## src/rtl/sort_net_pipe.sv

```systemverilog
// Pipelined bitonic sorting network: N = 2**LOG_N unsigned keys per transaction,
// one registered compare-exchange layer per stage, each output key tagged with its source lane.
module sort_net_pipe #(
    parameter int WIDTH = 32,
    parameter int LOG_N = 3
) (
    input  logic                          clk,
    input  logic                          rst,
    input  logic                          in_valid,
    output logic                          in_ready,
    input  logic [(2**LOG_N)*WIDTH-1:0]   in_data,
    input  logic                          in_desc,
    output logic                          out_valid,
    input  logic                          out_ready,
    output logic [(2**LOG_N)*WIDTH-1:0]   out_data,
    output logic [(2**LOG_N)*LOG_N-1:0]   out_idx,
    output logic                          out_desc
);

    localparam int N = 2 ** LOG_N;
    localparam int S = LOG_N * (LOG_N + 1) / 2;

    typedef logic [WIDTH-1:0] key_t;
    typedef logic [LOG_N-1:0] tag_t;

    // Stage registers: stage l holds the result of compare-exchange layer l.
    key_t key_q [S][N];
    tag_t tag_q [S][N];
    logic desc_q  [S];
    logic valid_q [S];

    // Layer inputs (previous stage or the input port) and layer outputs.
    key_t src_key [S][N];
    tag_t src_tag [S][N];
    logic src_desc [S];
    key_t key_d [S][N];
    tag_t tag_d [S][N];

    logic advance;

    // Handshake: a transfer happens on an edge where valid && ready. The whole pipe
    // moves together (global stall); in_ready is combinational so an accepted input
    // always has a free stage-0 slot, and out_valid only drops after a transfer.
    assign advance  = !valid_q[S-1] || out_ready;
    assign in_ready = advance;

    // Strict precedence on the composite {key, tag}; the key order flips in
    // descending mode while equal keys always keep the lower source lane first.
    function automatic logic prec(input key_t ka, input tag_t ta,
                                  input key_t kb, input tag_t tb,
                                  input logic desc);
        if (ka != kb) begin
            return desc ? (ka > kb) : (ka < kb);
        end
        return ta < tb;
    endfunction

    for (genvar l = 0; l < S; l++) begin : g_src
        for (genvar i = 0; i < N; i++) begin : g_lane
            if (l == 0) begin : g_first
                assign src_key[l][i] = in_data[i*WIDTH +: WIDTH];
                assign src_tag[l][i] = tag_t'(i);
            end else begin : g_rest
                assign src_key[l][i] = key_q[l-1][i];
                assign src_tag[l][i] = tag_q[l-1][i];
            end
        end
        if (l == 0) begin : g_desc_first
            assign src_desc[l] = in_desc;
        end else begin : g_desc_rest
            assign src_desc[l] = desc_q[l-1];
        end
    end

    // Merge phase k builds sorted runs of 2**(k+1); its layers use distances 2**k down to 1.
    for (genvar k = 0; k < LOG_N; k++) begin : g_merge
        for (genvar jj = 0; jj <= k; jj++) begin : g_layer
            localparam int L = k * (k + 1) / 2 + jj;
            localparam int D = 1 << (k - jj);
            for (genvar i = 0; i < N; i++) begin : g_lane
                if ((i & D) == 0) begin : g_cx
                    // Alternate run directions so each pair of runs forms a bitonic sequence.
                    localparam bit UP = ((i >> (k + 1)) & 1) == 0;
                    logic prec_ab;
                    logic swap;
                    assign prec_ab = prec(src_key[L][i], src_tag[L][i],
                                          src_key[L][i+D], src_tag[L][i+D], src_desc[L]);
                    assign swap = UP ? !prec_ab : prec_ab;
                    assign key_d[L][i]   = swap ? src_key[L][i+D] : src_key[L][i];
                    assign key_d[L][i+D] = swap ? src_key[L][i]   : src_key[L][i+D];
                    assign tag_d[L][i]   = swap ? src_tag[L][i+D] : src_tag[L][i];
                    assign tag_d[L][i+D] = swap ? src_tag[L][i]   : src_tag[L][i+D];
                end
            end
        end
    end

    always_ff @(posedge clk) begin
        if (rst) begin
            for (int l = 0; l < S; l++) begin
                valid_q[l] <= 1'b0;
                desc_q[l]  <= 1'b0;
                for (int i = 0; i < N; i++) begin
                    key_q[l][i] <= '0;
                    tag_q[l][i] <= '0;
                end
            end
        end else if (advance) begin
            valid_q[0] <= in_valid;
            // Input payload is only captured on an actual transfer.
            if (in_valid) begin
                desc_q[0] <= in_desc;
                for (int i = 0; i < N; i++) begin
                    key_q[0][i] <= key_d[0][i];
                    tag_q[0][i] <= tag_d[0][i];
                end
            end
            for (int l = 1; l < S; l++) begin
                valid_q[l] <= valid_q[l-1];
                desc_q[l]  <= desc_q[l-1];
                for (int i = 0; i < N; i++) begin
                    key_q[l][i] <= key_d[l][i];
                    tag_q[l][i] <= tag_d[l][i];
                end
            end
        end
    end

    for (genvar j = 0; j < N; j++) begin : g_out
        assign out_data[j*WIDTH +: WIDTH] = key_q[S-1][j];
        assign out_idx[j*LOG_N +: LOG_N]  = tag_q[S-1][j];
    end
    assign out_valid = valid_q[S-1];
    assign out_desc  = desc_q[S-1];

endmodule

```

## config.mk

```make
export PLATFORM = sky130hd
export DESIGN_NAME = sort_net_pipe
export DESIGN_NICKNAME = d
export VERILOG_FILES = /design/src/rtl/sort_net_pipe.sv
export SDC_FILE = /design/constraint.sdc
export NUM_CORES = 2
export LEC_CHECK = 0
export ABC_CLOCK_PERIOD_IN_PS = 26800
export CAP_MARGIN = 0
export CORE_ASPECT_RATIO = 0.75
export CORE_MARGIN = 5
export CORE_UTILIZATION = 30
export DETAILED_ROUTE_END_ITERATION = 12
export GPL_TIMING_DRIVEN = 0
export PLACE_DENSITY = 0.48
export SLEW_MARGIN = 25
export SYNTH_ARGS = -nofsm -noshare
export SYNTH_HDL_FRONTEND = slang
export SYNTH_SLANG_ARGS = --single-unit
```

## constraint.sdc

```tcl
create_clock -name clk -period 26.8 [get_ports clk]
set_input_delay 5.36 -clock clk [delete_from_list [all_inputs] [get_ports clk]]
set_output_delay 5.36 -clock clk [all_outputs]
set_load 0.01 [all_outputs]
```

Word level (Yosys, flattened, before mapping)
Memories as Yosys holds them, arrays and structs flattened.
Index checks and enable logic that the tools add are counted.
W data, S select, Z words.

storage, ports and cells
  flip-flop bits (word level) = 0
  bits in latches = 0
  bits in writable memories = 1692
  ROM bits = 0
  input bits = 261
  output and inout bits = 283
  logic and storage cells = 515
  memories = 4

cells by class
  $add $sub $neg = 0
  $mul = 0
  divide/modulo/power cells = 0
  magnitude comparators = 68
  equal/unequal tests = 24
  shift-type cells = 0
  muxes and demuxes = 309
  bitwise logic cells = 108
  reduce and logical (&&, ||, !) cells = 2

memories
  name     words  width  read ports  clocked after memory_dff  wr ports  RTL line  text
  key_q    6      256    6           0                         6         27        key_t key_q [S][N];
  tag_q    6      24     6           0                         6         28        tag_t tag_q [S][N];
  desc_q   6      1      6           0                         6         29        logic desc_q [S];
  valid_q  6      1      6           0                         6         30        logic valid_q [S];

operator list
  kind                count
  $mux W32            96
  $gt A32 B32 Y1      24
  $lt A32 B32 Y1      24
  $ne A32 B32 Y1      24
  $mux W3             88
  $mux W1             125
  $or A1 B1 Y1        108
  $lt A3 B3 Y1        20
  $logic_not A1 Y1    1
  $logic_or A1 B1 Y1  1

Depth between registers and ports, before layout
An unclocked memory read counts as a cell.

  word-level depth = 7
  depth in mapped cells = 11
  depth with buffers taken out = 9

Worst setup path before layout
No wires, ideal clock.

  path type = input to register
  from = in out_ready
  to = mem desc_q[1] (enable)
  setup time = 1.210 ns
  data arrival time = 22.179 ns
  required time = 25.590 ns
  path slack = 3.412 ns
  stages on the path = 2
  buffers on the path = 0
  cells stage by stage = nand2b_1 -> or2_2

RTL lines
  what                RTL line  text
  start: declaration  14        input logic out_ready,
  end: declaration    29

Worst setup path after layout
  from = in out_ready
  to = out in_ready

between the ends
  cells in the longest elaborated chain, start to end = 1

RTL lines
  what                RTL line  text
  $logic_or A1 B1 Y1  44        assign advance = !valid_q[S-1] || out_ready;
  end: declaration    10        output logic in_ready,

No other way between the ends.

==> impl_metrics.env <==
export IMPL_fp_dieW_um=662.8
export IMPL_leakage_nw=47.90
export IMPL_setup_viol=0
export IMPL_dp_hpwl_mm=308.2
export IMPL_worst_path_buf_inv=2
export IMPL_worstSetupPathType="in -> out"
export IMPL_synth_main_ff_cell="edfxtp_1"
export IMPL_grt_max_degree=56
export IMPL_core_um2=317800
export IMPL_first_pass_iters=6
export IMPL_synthCells=8364
export IMPL_period_share_pct=44.36
export IMPL_maxSlewHeadroom_pct=26.19
export IMPL_grt_pass1_vias=64840
export IMPL_rsz0062_at_grt="no"
export IMPL_rows=179
export IMPL_synth_edff_count=1666
export IMPL_synth_nets=9418
export IMPL_clk_pin_slew_ns=0.06
export IMPL_yosysUniqueCellTypes=48
export IMPL_wl_per_cell_um=26.58
export IMPL_vdd_drop_max_v=0.0002331
export IMPL_cts_repair_resized=0
export IMPL_reg2regPathDepth=10
export IMPL_antenna_found_initial=53
export IMPL_yosysSeqAreaShare_pct=52.19
export IMPL_crit_end="in_ready"
export IMPL_path_cells="clkdlybuf4s50_1 > nand2b_1 > clkdlybuf4s50_1"
export IMPL_post_route_min_period_ns=11.89
export IMPL_arrival_ns=6.53
export IMPL_h_tree_depth=4
export IMPL_synth_area_leaders="edfxtp_1 (52%), mux2i_1 (17%), ha_1 (10%)"
export IMPL_synth_area_um2=95890
export IMPL_cts_setup_buffers=0
export IMPL_slew_violations=0
export IMPL_drt_total_wl_mm=360.4
export IMPL_cp_start_kind="input port"
export IMPL_cts_tree="built"
export IMPL_multi_input_area_um2=40660
export IMPL_vias=67090
export IMPL_synth_avg_cell_area_um2=11.46
export IMPL_crit_cells=3
export IMPL_synthArstFlopShare_pct=0
export IMPL_pwr_share_clk_pct=18.8
export IMPL_ctsLongestPathBuffers=4
export IMPL_fmax_mhz=84.11
export IMPL_grt_pass1_wl_mm=498.1
export IMPL_worstPathRequired_ns=21.44
export IMPL_synth_seq_cells=1667
export IMPL_worst_pin_slew_ns=1.097
export IMPL_combPwrFrac_pct=53.9
export IMPL_chipHeight_um=499.6
export IMPL_cpMaxStageDelayCell="clkdlybuf4s50_1"
export IMPL_initial_utilization_pct=30.17
export IMPL_p_int_mw=7.968
export IMPL_clock_skew_ns=0.07704
export IMPL_via_per_inst=4.949
export IMPL_dp_cells=13200
export IMPL_cpPeakStageDelay_ns=0.57
export IMPL_grt_overflow_total=0
export IMPL_place_congestion=0.9403
export IMPL_synth_top_cell_area_share_pct=52.17
export IMPL_status="complete, no violations"
export IMPL_cts_root_buf="clkbuf_16"
export IMPL_cts_hold_buf=0
export IMPL_swShare_pct=42.19
export IMPL_cts_sinks=1667
export IMPL_num_io_pins=544
export IMPL_yosysWarnings=0
export IMPL_hold_viol_final=0
export IMPL_place_area_um2=107800
export IMPL_grt_use_total_pct=21.07
export IMPL_reg2reg_slack_ns=22.17
export IMPL_yosys_area_top_type="edfxtp_1"
export IMPL_syn_to_final_growth_pct=18.73
export IMPL_crit_path_start="out_ready"
export IMPL_numCtsBuffers=192
export IMPL_drt_iter0_drc=6496
export IMPL_io_buffers=543
export IMPL_seqPwrFrac_pct=27.3
export IMPL_layout_commonest_cell="nand2_1"
export IMPL_hold_path_class="reg -> reg"
export IMPL_fin_setup_tns_ns=0
export IMPL_fin_area_um2=113800
export IMPL_drc=0
export IMPL_register_area_um2=50050
export IMPL_nNetsFinal=10200
export IMPL_route_antenna_remaining_nets=0
export IMPL_power_mw=13.78
export IMPL_fillers=31190
export IMPL_crit_family="buffers and inverters"
export IMPL_final_cells=13560
export IMPL_end_kind="output pin"
export IMPL_crit_fanout=4
export IMPL_power_density_nw_per_um2=121.1
export IMPL_worstReg2RegStart="key_q[3][238]"
export IMPL_clock_latency_ns=0.88
export IMPL_layout_common_cells="nand2_1 (1,847), edfxtp_1 (1,666), mux2i_1 (1,629), inv_1 (821), ha_1 (793)"
export IMPL_crit_path_frequent_cell="clkdlybuf4s50_1"
export IMPL_timing_rr_end="key_q[4][178]"
export IMPL_switchingPower_mw=5.816
export IMPL_utilization_pct=35.82
export IMPL_maxCapViolCount=0
export IMPL_drive_above_1_share_pct=5.813
export IMPL_die_area_um2=331200
## cells in the mapped netlist, types with 25 or more instances
| master | n |
|---|---|
| nand2_1 | 1847 |
| nor4_1 | 29 |
| nand3_1 | 104 |
| a21o_1 | 57 |
| nor3_1 | 43 |
| mux2i_1 | 1629 |
| o21ai_0 | 88 |
| ha_1 | 793 |
| inv_1 | 821 |
| and4_1 | 26 |
| nand4_1 | 157 |
| buf_6 | 32 |
| nand2b_1 | 32 |
| a21oi_1 | 367 |
| nor2_1 | 68 |
| nor2b_1 | 32 |
| edfxtp_1 | 1666 |
| clkbuf_1 | 184 |
| o211ai_1 | 25 |
| buf_4 | 123 |
## kinds of logic (layout without fill, tap and decap cells)
logic type                 Yosys count  count (layout)  share of synthesized area [%]
buffers and inverters             1188            2113                          5.501
AOI/OAI and AO/OA                  649             649                          3.995
and+or+nand+nor                   2438            2438                          10.96
muxes                             1629            1629                          17.00
DFF                               1667            1667                          52.19
adders and majority gates          793             793                          10.35
other                                0              14                              0
## state kept, by name, summed over array words and instances (netlist names)
register / count
valid_q: 6
desc_q: 6
tag_q: 119
key_q: 1536
## per-stage QoR
| stage | hold WS (ns) | setup WS (ns) |
|---|---|---|
| after floorplan | 0.4718 | 3.412 |
| after detailed placement | 0.5112 | 14.89 |
| after global routing | 0.5345 | 14.84 |
| after global placement | 0.5008 | -4.608 |
| after CTS | 0.5068 | 14.88 |
| final | 0.5159 | 14.91 |
## power groups by stage
stage          clock [mW]  sequential [mW]  combinational (mW)
2_1_floorplan           0             3.59                5.31
3_3_place_gp            0             3.83                7.33
3_5_place_dp            0             3.82                7.47
4_1_cts              2.65             3.76                7.49
5_1_grt              2.77             3.79                7.86
6_report             2.59             3.77                7.42
## worst min-delay path by stage
stage / start / end / depth (start not counted)
after floorplan: tag_q[0][13] / tag_q[0][13] / 2
after global placement: valid_q[0][2] / valid_q[0][3] / 1
after detailed placement: valid_q[0][3] / valid_q[0][4] / 1
after CTS: valid_q[0][2] / valid_q[0][3] / 1
after global routing: valid_q[0][2] / valid_q[0][3] / 1
final: valid_q[0][2] / valid_q[0][3] / 1
## cell type report
cell class | instances | area share (%)
diodes | 14 | 0.03077
repair buffers | 587 | 5.658
flip-flops and latches | 1667 | 43.96
multi-input cells | 5509 | 35.72
inverters | 822 | 2.710
plain buffers | 366 | 1.936
clock inverters | 122 | 0.9781
clock buffers | 216 | 4.336
well taps | 4253 | 4.674
## routing by layer
layer  vias up  GRT usage [%]  part of all wire [%]
met2      2112          30.50                    41
met1     33080          33.31                    51
met3       322          2.832                   6.2
met5         -              0                 0.021
met4        10          3.968                   2.0
li1      31570              -                     -
Note: power is estimated with default switching activity, not from simulation.
